--- src/rtl/axi4_lite_xbar_pkg.sv ---
// Shared definitions for the AXI4-Lite crossbar: FSM state encoding,
// slave target encoding, AXI response codes and the default CLINT base.
package axi4_lite_xbar_pkg;

    typedef enum logic [1:0] {
        IDLE    = 2'd0,
        RD_WAIT = 2'd1,
        WR_WAIT = 2'd2,
        RESP    = 2'd3
    } state_e;

    typedef enum logic [1:0] {
        TGT_MEM   = 2'd0,
        TGT_CLINT = 2'd1,
        TGT_NONE  = 2'd2
    } target_e;

    localparam logic [1:0]  RESP_OKAY          = 2'b00;
    localparam logic [1:0]  RESP_SLVERR        = 2'b10;
    localparam logic [1:0]  RESP_DECERR        = 2'b11;

    localparam logic [31:0] CLINT_BASE_DEFAULT = 32'h2000_0000;

endpackage

--- src/rtl/axi4_lite_xbar_addr_decode.sv ---
// Combinational address decoder for the AXI4-Lite crossbar.
// Ports:
//   addr_i   - 32-bit request address
//   target_o - TGT_CLINT for the 8-byte CLINT window, TGT_MEM for the
//              memory window, TGT_NONE otherwise
module axi4_lite_addr_decode
    import axi4_lite_xbar_pkg::*;
#(
    parameter logic [31:0] CLINT_BASE = CLINT_BASE_DEFAULT,
    parameter logic [31:0] MEM_BASE   = 32'h8000_0000,
    parameter logic [31:0] MEM_SIZE   = 32'h0800_0000
) (
    input  logic [31:0] addr_i,
    output target_e     target_o
);

    // 33-bit arithmetic so MEM_BASE + MEM_SIZE cannot wrap past 2^32.
    logic [32:0] addr_ext;
    logic [32:0] mem_lo;
    logic [32:0] mem_hi;

    assign addr_ext = {1'b0, addr_i};
    assign mem_lo   = {1'b0, MEM_BASE};
    assign mem_hi   = {1'b0, MEM_BASE} + {1'b0, MEM_SIZE};

    always_comb begin
        target_o = TGT_NONE;
        if (addr_i[31:3] == CLINT_BASE[31:3]) begin
            target_o = TGT_CLINT;
        end else if ((addr_ext >= mem_lo) && (addr_ext < mem_hi)) begin
            target_o = TGT_MEM;
        end
    end

endmodule

--- src/rtl/axi4_lite_xbar.sv ---
// Single-outstanding AXI4-Lite crossbar: one master, two slaves
// (s0 = memory, s1 = CLINT), with decode error and response timeout.
// Ports:
//   clk, resetn            - clock, asynchronous active-low reset
//   m_aw*/m_w*/m_ar*       - master requests; m_awready/m_arready high in IDLE
//   m_b*/m_r*              - master responses, one-cycle pulses in RESP
//   sN_aw*/sN_w*/sN_ar*    - slave requests, one-cycle pulse after acceptance
//   sN_b*/sN_r*            - slave responses, sampled only from selected slave
//   dbg_state              - current FSM state
//
// Handshake: a master request is taken on a cycle where its valid and the
// matching ready are both high (write needs m_awvalid and m_wvalid together;
// a read wins a tie and the write stays pending). Slave valids are single-
// cycle issue pulses; the slave answers with a valid pulse whenever ready,
// and the crossbar takes the first one seen. Master response valids are a
// single-cycle pulse with no ready back-pressure.
module axi4_lite_xbar
    import axi4_lite_xbar_pkg::*;
#(
    parameter logic [31:0] CLINT_BASE = CLINT_BASE_DEFAULT,
    parameter logic [31:0] MEM_BASE   = 32'h8000_0000,
    parameter logic [31:0] MEM_SIZE   = 32'h0800_0000,
    parameter int unsigned TIMEOUT    = 16
) (
    input  logic        clk,
    input  logic        resetn,
    input  logic        m_awvalid,
    input  logic [31:0] m_awaddr,
    input  logic        m_wvalid,
    input  logic [31:0] m_wdata,
    input  logic        m_arvalid,
    input  logic [31:0] m_araddr,
    output logic        m_awready,
    output logic        m_arready,
    output logic        m_bvalid,
    output logic [1:0]  m_bresp,
    output logic        m_rvalid,
    output logic [31:0] m_rdata,
    output logic [1:0]  m_rresp,
    output logic        s0_awvalid,
    output logic [31:0] s0_awaddr,
    output logic        s0_wvalid,
    output logic [31:0] s0_wdata,
    output logic        s0_arvalid,
    output logic [31:0] s0_araddr,
    input  logic        s0_bvalid,
    input  logic [1:0]  s0_bresp,
    input  logic        s0_rvalid,
    input  logic [31:0] s0_rdata,
    input  logic [1:0]  s0_rresp,
    output logic        s1_awvalid,
    output logic [31:0] s1_awaddr,
    output logic        s1_wvalid,
    output logic [31:0] s1_wdata,
    output logic        s1_arvalid,
    output logic [31:0] s1_araddr,
    input  logic        s1_bvalid,
    input  logic [1:0]  s1_bresp,
    input  logic        s1_rvalid,
    input  logic [31:0] s1_rdata,
    input  logic [1:0]  s1_rresp,
    output state_e      dbg_state
);

    localparam int CNT_W = $clog2(TIMEOUT + 1);

    state_e            state_q, state_d;
    target_e           tgt_q, tgt_d;
    logic              is_read_q, is_read_d;
    logic              issue_q, issue_d;
    logic [31:0]       addr_q, addr_d;
    logic [31:0]       wdata_q, wdata_d;
    logic [CNT_W-1:0]  cnt_q, cnt_d;
    logic [31:0]       rdata_q, rdata_d;
    logic [1:0]        rresp_q, rresp_d;
    logic [1:0]        bresp_q, bresp_d;

    logic [31:0]       acc_addr;
    target_e           acc_tgt;
    logic [CNT_W-1:0]  cnt_inc;
    logic              sel_rvalid, sel_bvalid;
    logic [31:0]       sel_rdata;
    logic [1:0]        sel_rresp, sel_bresp;

    // Reads take priority, so decode the read address whenever one is valid.
    assign acc_addr = m_arvalid ? m_araddr : m_awaddr;

    axi4_lite_addr_decode #(
        .CLINT_BASE (CLINT_BASE),
        .MEM_BASE   (MEM_BASE),
        .MEM_SIZE   (MEM_SIZE)
    ) u_decode (
        .addr_i   (acc_addr),
        .target_o (acc_tgt)
    );

    // Responses from the non-selected slave are never looked at.
    assign sel_rvalid = (tgt_q == TGT_CLINT) ? s1_rvalid : s0_rvalid;
    assign sel_rdata  = (tgt_q == TGT_CLINT) ? s1_rdata  : s0_rdata;
    assign sel_rresp  = (tgt_q == TGT_CLINT) ? s1_rresp  : s0_rresp;
    assign sel_bvalid = (tgt_q == TGT_CLINT) ? s1_bvalid : s0_bvalid;
    assign sel_bresp  = (tgt_q == TGT_CLINT) ? s1_bresp  : s0_bresp;

    assign cnt_inc = cnt_q + CNT_W'(1);

    always_comb begin
        state_d   = state_q;
        tgt_d     = tgt_q;
        is_read_d = is_read_q;
        issue_d   = 1'b0;
        addr_d    = addr_q;
        wdata_d   = wdata_q;
        cnt_d     = cnt_q;
        rdata_d   = rdata_q;
        rresp_d   = rresp_q;
        bresp_d   = bresp_q;
        case (state_q)
            IDLE: begin
                if (m_arvalid || (m_awvalid && m_wvalid)) begin
                    is_read_d = m_arvalid;
                    tgt_d     = acc_tgt;
                    addr_d    = acc_addr;
                    cnt_d     = '0;
                    if (!m_arvalid) begin
                        wdata_d = m_wdata;
                    end
                    if (acc_tgt == TGT_NONE) begin
                        // Unmapped: answer directly, no slave is touched.
                        state_d = RESP;
                        if (m_arvalid) begin
                            rdata_d = '0;
                            rresp_d = RESP_DECERR;
                        end else begin
                            bresp_d = RESP_DECERR;
                        end
                    end else begin
                        issue_d = 1'b1;
                        state_d = m_arvalid ? RD_WAIT : WR_WAIT;
                    end
                end
            end
            RD_WAIT: begin
                if (sel_rvalid) begin
                    state_d = RESP;
                    rdata_d = sel_rdata;
                    rresp_d = sel_rresp;
                end else if (cnt_inc == CNT_W'(TIMEOUT)) begin
                    state_d = RESP;
                    rdata_d = '0;
                    rresp_d = RESP_SLVERR;
                end else begin
                    cnt_d = cnt_inc;
                end
            end
            WR_WAIT: begin
                if (sel_bvalid) begin
                    state_d = RESP;
                    bresp_d = sel_bresp;
                end else if (cnt_inc == CNT_W'(TIMEOUT)) begin
                    state_d = RESP;
                    bresp_d = RESP_SLVERR;
                end else begin
                    cnt_d = cnt_inc;
                end
            end
            RESP: begin
                state_d = IDLE;
            end
            default: begin
                state_d = IDLE;
            end
        endcase
    end

    always_ff @(posedge clk or negedge resetn) begin
        if (!resetn) begin
            state_q   <= IDLE;
            tgt_q     <= TGT_MEM;
            is_read_q <= 1'b0;
            issue_q   <= 1'b0;
            addr_q    <= '0;
            wdata_q   <= '0;
            cnt_q     <= '0;
            rdata_q   <= '0;
            rresp_q   <= RESP_OKAY;
            bresp_q   <= RESP_OKAY;
        end else begin
            state_q   <= state_d;
            tgt_q     <= tgt_d;
            is_read_q <= is_read_d;
            issue_q   <= issue_d;
            addr_q    <= addr_d;
            wdata_q   <= wdata_d;
            cnt_q     <= cnt_d;
            rdata_q   <= rdata_d;
            rresp_q   <= rresp_d;
            bresp_q   <= bresp_d;
        end
    end

    assign m_arready  = (state_q == IDLE);
    assign m_awready  = (state_q == IDLE);
    assign m_rvalid   = (state_q == RESP) &&  is_read_q;
    assign m_bvalid   = (state_q == RESP) && !is_read_q;
    assign m_rdata    = rdata_q;
    assign m_rresp    = rresp_q;
    assign m_bresp    = bresp_q;

    assign s0_arvalid = issue_q &&  is_read_q && (tgt_q == TGT_MEM);
    assign s0_awvalid = issue_q && !is_read_q && (tgt_q == TGT_MEM);
    assign s0_wvalid  = s0_awvalid;
    assign s1_arvalid = issue_q &&  is_read_q && (tgt_q == TGT_CLINT);
    assign s1_awvalid = issue_q && !is_read_q && (tgt_q == TGT_CLINT);
    assign s1_wvalid  = s1_awvalid;
    assign s0_araddr  = addr_q;
    assign s0_awaddr  = addr_q;
    assign s0_wdata   = wdata_q;
    assign s1_araddr  = addr_q;
    assign s1_awaddr  = addr_q;
    assign s1_wdata   = wdata_q;

    assign dbg_state  = state_q;

endmodule
--- config.mk ---
export PLATFORM = sky130hd
export DESIGN_NAME = axi4_lite_xbar
export DESIGN_NICKNAME = d
export VERILOG_FILES = /design/src/rtl/axi4_lite_xbar_pkg.sv /design/src/rtl/axi4_lite_xbar_addr_decode.sv /design/src/rtl/axi4_lite_xbar.sv
export SDC_FILE = /design/constraint.sdc
export NUM_CORES = 1
export LEC_CHECK = 0
export BUFFER_PORTS_ARGS = -buffer_cell sky130_fd_sc_hd__buf_2
export CAP_MARGIN = 5
export CORE_AREA = 2 2 161 163
export CTS_CLUSTER_SIZE = 40
export DETAILED_ROUTE_END_ITERATION = 8
export DIE_AREA = 0 0 163 165
export PLACE_DENSITY = 0.57
export SLEW_MARGIN = 20
export SYNTH_ARGS = -nofsm -noshare
export SYNTH_HDL_FRONTEND = slang
export SYNTH_SLANG_ARGS = --single-unit
--- constraint.sdc ---
create_clock -name clk -period 3.75 [get_ports clk]
set_input_delay 0.375 -clock clk [delete_from_list [all_inputs] [get_ports clk]]
set_output_delay 0.375 -clock clk [all_outputs]
set_load 0.1 [all_outputs]
==> results by stage, run 1 <==
Floorplanning:
- Measured along the x axis, the die boundary spans 163 um.
- The die is 165 um tall.
- In this run the count of I/O pins placed on the die edge is 417.
- The floorplan has 58 rows.
- The starting density of the core is 26.06%.
- The die covers 26,900 um2.
- The core outline area is 25,040 um2.

Hold path:
- The type of the worst min-delay path is input pin to flip-flop.

Finish:
- The combined area of the multi-input logic cells is 2616 um2.
- The most common cell after layout, fill and taps aside is sky130_fd_sc_hd__buf_2.
- Cells with a size suffix above 1 make up 55.70% of the layout.
- In the final design database the tool counted 1,098 nets.
- The area of all sequential standard cells is 2778 um2.
- The final instance count without filler cells is 1,252.
- Compared with the post-synthesis result, the final layout area differs by 27.58%.
- The total of fill cells in the finished design is 2,608.
- The top cell types in the final layout, fill and taps aside, are sky130_fd_sc_hd__buf_2 (415), sky130_fd_sc_hd__nand2_1 (112), sky130_fd_sc_hd__dfrtp_1 (111).

STA:
- Setup repair after global routing left no endpoint under its margin.
- The share of the clock period used by the worst path after layout is 74.40%.
- The slew of the pin with the lowest slew margin is 626.0 ps.
- Setup violations remaining at the end of the flow were counted as 0.
- In this run the tightest slew margin relative to its limit is 58.27%.
- The aggregate negative setup slack is 0 ps.
- The total count of max-transition violations in the final report is 0.
- The number of failing hold endpoints at the final stage came to 0.
- Timing would allow up to 358.4 MHz.
- The worst path in the final design needs a cycle of 2790 ps, including I/O delays and setup.
- The clock skew after layout is 13.09 ps.

GRT:
- Global routing used 17.71% of the available met1 tracks.
- Entering global routing, the biggest net connects 77 pins.
- The met2 track utilization from global routing is 23.04%.
- The number of antenna violations at the first check in global routing was 0.
- The most used routing layer in global routing is met2.
- The overall routing resource usage is 13.56%.
- The number of global-route vias before repair was 4,784.
- In the global route stage, met3 resource usage came out at 2.486%.
- After global routing the overflow that remains totals 0.
- The first global-routing pass estimated 27,720 um of wire.

Drt:
- The total wire length after detailed routing is 19,630 um.
- The post-detailed-route count of antenna-violating nets is 0.
- The via density per instance is 4.351.
- After detailed routing, the average wire length per cell comes to 15.68 um.
- After detailed routing, the number of remaining DRC violations is 0.
- The count of vias placed by the detailed router is 5,447.
- The detailed router finished its first iteration with 346 violations.
- The first-pass iteration count of the detailed router is 5.

Yosys:
- The sequential cell area fraction in the yosys report is 42.58%.
- Among all flip-flop cells after synthesis, the most frequent one is sky130_fd_sc_hd__dfrtp_1.
- The synthesized netlist net count is 824.
- Counting flops with a built-in enable in the synthesized netlist gives 0.
- Of all flip-flops after synthesis, the portion carrying an async set or reset was 100.0%.
- After synthesis, the largest area contributor takes up 42.58% of total cell area.
- The number of distinct library cell variants in the gate-level netlist after synthesis is 46.
- Averaged over all synthesized cells, the footprint is 10.16 um2.
- After synthesis, the cell types taking the most area are sky130_fd_sc_hd__dfrtp_1 (43%), sky130_fd_sc_hd__buf_4 (15%), sky130_fd_sc_hd__mux2_4 (7.1%), sky130_fd_sc_hd__nand2_1 (6.5%), sky130_fd_sc_hd__mux2_2 (5.9%).
- The number of flip-flops and latches in the synthesized netlist is 111.
- The instance count of the mapped netlist is 642.
- The top cell type by total area after synthesis is sky130_fd_sc_hd__dfrtp_1.
- The Yosys step of the flow raised 0 warnings.
- The post-synthesis cell area is 6524 um2.

Clocking:
- The cell sitting at the root of the clock tree is a sky130_fd_sc_hd__clkbuf_16.
- The CTS tree is built.
- The number of hold-repair buffers added at the cts stage is 1.
- The clock reaches the later pin of the worst-skew pair after 360 ps.
- The number of sinks handled by clock tree synthesis is 111.
- Buffers inserted during clock tree synthesis total 9.
- Once the clock tree was built, the resizer swapped 0 gates to a different size.
- The H-tree was split into 3 levels.
- The number of buffers on the longest clock path is 2.
- The clock-pin slew of the registers on the worst-case setup and hold paths is 80 ps.
- The number of setup buffers added after CTS is 0.

Setup path:
- For this run, the slowest stage of the critical path takes 610 ps.
- The largest individual stage delay along the critical path comes from the cell sky130_fd_sc_hd__a221o_4.
- The largest fanout of any net on the critical path is 34.
- The worst setup path is captured at a flip-flop.
- STA puts the critical path data required time at 3990 ps.
- The worst setup path is launched from an input pin.
- The top cell family by delay on the critical path is compound AO/OA/AOI/OAI gates.
- Walking the worst path, the cells encountered are buf_2 > nor4_2 > nand4_1 > a222oi_1 > a311o_2 > a221o_4 > mux2_1.
- Data arrives at the worst endpoint at 3030 ps.
- The critical path is of the input pin to flip-flop type.
- The sum of buffers and inverters on the critical path is 1.

Place:
- The total instance count after detailed placement is 1,234.
- The detailed placer's ending HPWL is 15,720 um.
- In this run the tool buffered the top-level ports with 416 buffer cells.
- The final weighted congestion of routability-driven global placement is 0.8976.

Outcome:
- The flow ran to the end, and the final reports show no timing, DRC or antenna violations.

Run:
- Across the run, the number of max-cap violations was 0.
[path summary, 6_finish.rpt]
kind | from | end | slack (ps) | cells after the start
worst max-delay path | m_arvalid | m_rdata[18]$_DFFE_PN0P_ | 960 | 7
worst min-delay path | m_wdata[13] | s0_wdata[13]$_DFFE_PN0P_ | 250 | 2
worst max register to register | dbg_state[0]$_DFFE_PN0P_ | m_rdata[18]$_DFFE_PN0P_ | 1050 | 6
worst min register to register | m_rdata[20]$_DFFE_PN0P_ | m_rdata[20]$_DFFE_PN0P_ | 500 | 1
max in group asynchronous | resetn | dbg_state[0]$_DFFE_PN0P_ | 2430 | 3
min in group asynchronous | resetn | s0_wdata[8]$_DFFE_PN0P_ | 520 | 2
[flip-flops by register name, indices dropped and copies added (netlist names)]
| name | flops |
|---|---|
| s0_wdata | 32 |
| cnt_q | 5 |
| is_read_q | 1 |
| s0_araddr | 32 |
| issue_q | 1 |
| m_bresp | 2 |
| tgt_q | 2 |
| dbg_state | 2 |
| m_rresp | 2 |
| m_rdata | 32 |
[final cells by class]
class	instances	area share, %
antenna	1	0.03007
clock buffer	10	2.871
clock inverter	6	1.067
inverter	5	0.2255
multi-input combinational	364	31.43
sequential	111	33.37
tap	330	4.961
timing repair buffer	425	26.04
[per-layer routing]
metal | vias to the layer above | part of all wire [%]
met1 | 2601 | 44
met5 | - | 0
met2 | 222 | 50
li1 | 2611 | -
met3 | 13 | 5.6
met4 | 0 | 1.0
[kinds of logic after synthesis]
family                     share of synthesized area, %
and+or+nand+nor                                   11.47
AOI/OAI and AO/OA                                 7.844
buffers and inverters                             17.74
DFF                                               42.58
adders and majority gates                        0.9590
muxes                                             19.41
[cell usage after synthesis, types with 6 or more instances]
| cell | instances |
|---|---|
| sky130_fd_sc_hd__buf_4 | 131 |
| sky130_fd_sc_hd__nand2_1 | 113 |
| sky130_fd_sc_hd__dfrtp_1 | 111 |
| sky130_fd_sc_hd__a21oi_1 | 35 |
| sky130_fd_sc_hd__mux2i_1 | 35 |
| sky130_fd_sc_hd__o21ai_0 | 35 |
| sky130_fd_sc_hd__mux2_2 | 34 |
| sky130_fd_sc_hd__mux2_4 | 31 |
| sky130_fd_sc_hd__clkbuf_1 | 22 |
| sky130_fd_sc_hd__nor4_1 | 10 |
| sky130_fd_sc_hd__mux2_1 | 6 |
| sky130_fd_sc_hd__nand3_1 | 6 |
[through the flow]
stage / hold slack (ps) / util, % / worst slack, ps / instance area, um2
finish: 247.7 / 33.24 / 960.0 / 8323
global route: 224.1 / 33.23 / 782.5 / 8320
CTS: 232.7 / 33.18 / 594.8 / 8308
detailed placement: 379.9 / 31.83 / 192.0 / 7970
global placement: 380.5 / 31.83 / 294.0 / 7970
floorplan: 79.41 / - / 183.4 / 6524
Power of run 1 is not shown: default switching activity piles up to over one toggle a cycle in this logic, so the estimate is an artifact.
==> run 2, diff against run 1 <==
- CORE_AREA: 2 2 161 163 -> 2 2 163 165
- DIE_AREA: 0 0 163 165 -> 0 0 165 167
- PLACE_DENSITY: 0.57 -> 0.58
- clock period: 3.75 -> 2.3 ns (I/O delays scaled with it)
==> run 2 against run 1 <==
- core utilization grew 0.51 points
- wire length increased by 7.9%
- sequential share of layout area fell by 1.3 points
- first-iteration DRC count is 40% lower
- non-clock buffer count grew 34
- critical path type unchanged
==> results by stage, run 2 (synthesis gave the netlist of run 1 again) <==
Outcome:
- The run finished with clean final reports.

Setup path:
- The cell repeated most along the worst path is sky130_fd_sc_hd__buf_4.
- The critical path is of the input pin to flip-flop type.
- The longest individual stage delay on the worst path is 420 ps.
- Data on the critical path arrives at its endpoint at 2470 ps.
- The worst register-to-register path has a depth of 7.
- The top cell family by delay on the critical path is buffers and inverters.
- Traced cell by cell, the critical path runs through buf_2 > nor4b_1 > buf_4 > nand4_1 > a222oi_1 > buf_4 > a311o_2 > a221o_2 > buf_12 > mux2_1.
- The largest fanout of any net on the critical path is 19.
- The number of buffers and inverters on the critical path is 4.
- The critical path runs through a total of 10 cells.
- The slowest library cell on the worst path is sky130_fd_sc_hd__nor4b_1.
- The kind of launch point of the worst setup path is an input pin.
- The worst setup path is captured at a flip-flop.
- The required time of the critical path is 2530 ps.

Clocking:
- The insertion delay of the later-clocked pin in the worst-skew pair is 360 ps.
- In this run the clock root is driven by a sky130_fd_sc_hd__clkbuf_16.
- TritonCTS built the clock tree.
- The count of H-tree levels built during CTS is 3.
- The number of sinks handled by clock tree synthesis is 111.
- The number of buffers created by CTS is 9.
- The clock-pin slew of the registers on the worst-case setup and hold paths is 90 ps.
- The longest clock path from root to sink contains 2 buffers.

Place:
- The HPWL after detailed placement is 17,050 um.
- During placement, the flow inserted port buffers numbering 416.
- The final weighted congestion of routability-driven global placement is 0.8002.

Finish:
- From synthesis to final layout, the design area changed by 33.31%.
- The area of all sequential standard cells is 2785 um2.
- Once layout is complete, the utilization of the core stands at 33.76%.
- The layout has 2,693 filler cells.
- The most common cell after layout, fill and taps aside is sky130_fd_sc_hd__buf_2.
- After the last flow step, the layout net total stands at 1,132.
- The repair_antennas step left the layout with diodes totalling 0.
- The combined area of the multi-input logic cells is 2653 um2.
- Leaving out fill and tap cells, the most frequent cells in the layout are sky130_fd_sc_hd__buf_2 (412), sky130_fd_sc_hd__nand2_1 (113), sky130_fd_sc_hd__dfrtp_1 (109), sky130_fd_sc_hd__buf_4 (38).
- The share of cells above drive strength 1 is 58.43%.

STA:
- After layout, the minimum clock period comes to 2235 ps.
- Between clock sinks in the finished design, the worst skew comes to 13.12 ps.
- The total count of max-transition violations in the final report is 0.
- The highest clock frequency the design can meet is 447.5 MHz.
- The number of failing hold endpoints at the final stage is 0.
- Setup repair after global routing left no endpoint under its margin.
- The number of failing setup endpoints in the final timing report is 0.
- The relative slew slack is 59.43%.
- After layout, the worst path uses 97.16% of the clock period.
- The slew of the pin with the lowest slew margin is 612.7 ps.
- The worst hold margin is 91.40 ps.

GRT:
- The overall routing resource usage is 14.74%.
- Entering global routing, the biggest net connects 69 pins.
- The number of antenna violations at the first check in global routing is 0.
- The number of global-route vias before repair is 5,085.
- The total global routing overflow is 0.
- The global-route wire length before repair is 30,370 um.

Floorplanning:
- Measured along the y axis, the die boundary spans 167 um.
- The core outline area is 25,760 um2.
- The top-level port count is 417.
- The starting density of the core is 25.32%.
- Row generation in the floorplan step produced 59 rows.
- The width of the chip is 165 um.
- The total die area is 27,560 um2.

Run:
- The number of maximum-capacitance constraint violations is 0.

Drt:
- The routed wirelength normalized by instance count is 16.41 um.
- Using the TritonRoute via totals, the vias-per-cell ratio works out to 4.294.
- The DRC marker count from the first detailed-route iteration is 208.
- Once detail routing completed, the nets flagged for antenna violations numbered 0.
- The final layout contains routed wiring with a total length of 21,170 um.
- Before antenna repair, the detailed router went through 5 iterations.
- The number of remaining DRC errors is 0.
- The routed layout has 5,539 vias.

Hold path:
- The type of the worst min-delay path is input pin to flip-flop.
- The worst hold path was traced through 2 stages.
==> run 2: cell types whose count changed in the layout (fill, tap and decap cells not counted), sizes merged <==
cell and change:
buf +34, clkbuf -1, bufinv -1, inv +2
diode -1
==> run 2: metal layers <==
layer | GRT usage (%) | share of wire (%)
met5 | 0 | 0
met4 | 4.083 | 1.2
met3 | 2.640 | 6.5
met2 | 26.12 | 50
met1 | 18.17 | 42
==> run 2: per-stage QoR <==
step | instance area [um2] | cells | setup slack [ps] | setup TNS (ps)
after floorplan | 6579 | 642 | -220.5 | -437.4
after global placement | 8372 | 1272 | -510.5 | -16900
after detailed placement | 8372 | 1272 | -530.0 | -17300
after CTS | 8688 | 1290 | 50.96 | 0
after global routing | 8697 | 1290 | 0.04441 | 0
final | 8697 | 1290 | 65.38 | 0
==> run 2: worst reg2reg max path, delay by kind of cell, from the launching register on <==
| family | cells | cell delay (ps) |
|---|---|---|
| and+or+nand+nor | 3 | 380 |
| DFF | 1 | 510 |
| buffers and inverters | 1 | 390 |
| AOI/OAI and AO/OA | 1 | 170 |
| muxes | 2 | 620 |
==> run 2: final timing paths <==
path,to,slack (ps),from
max in group asynchronous,s0_araddr[7]$_DFFE_PN0P_,1320,resetn
min in group asynchronous,m_rdata[10]$_DFFE_PN0P_,200,resetn
min,s0_wdata[23]$_DFFE_PN0P_,90,m_wdata[23]
min reg2reg,m_rdata[18]$_DFFE_PN0P_,490,m_rdata[18]$_DFFE_PN0P_
max reg2reg,m_bresp[1]$_DFFE_PN0P_,130,tgt_q[1]$_DFFE_PN0P_
max,m_rdata[20]$_DFFE_PN0P_,70,m_awaddr[22]
==> run 2: timing repair <==
| action | 4_1_cts | 5_1_grt |
|---|---|---|
| hold buffers | 1 | 0 |
| pin swaps | 1 | 0 |
| endpoints found under the setup margin | 35 | 19 |
| setup buffers | 1 | 0 |
| gates cloned | 0 | 0 |
| hold endpoints to repair | 66 | 0 |
| gates resized for setup | 0 | 1 |
==> run 2: cell type report <==
type,count,area share (%)
Tap cell,335,4.819
Multi-Input combinational cell,364,30.50
Sequential cell,111,32.02
Inverter,5,0.2733
Clock buffer,9,2.590
Timing Repair Buffer,459,28.95
Clock inverter,7,0.8488
Power of run 2 is left out for the same reason.
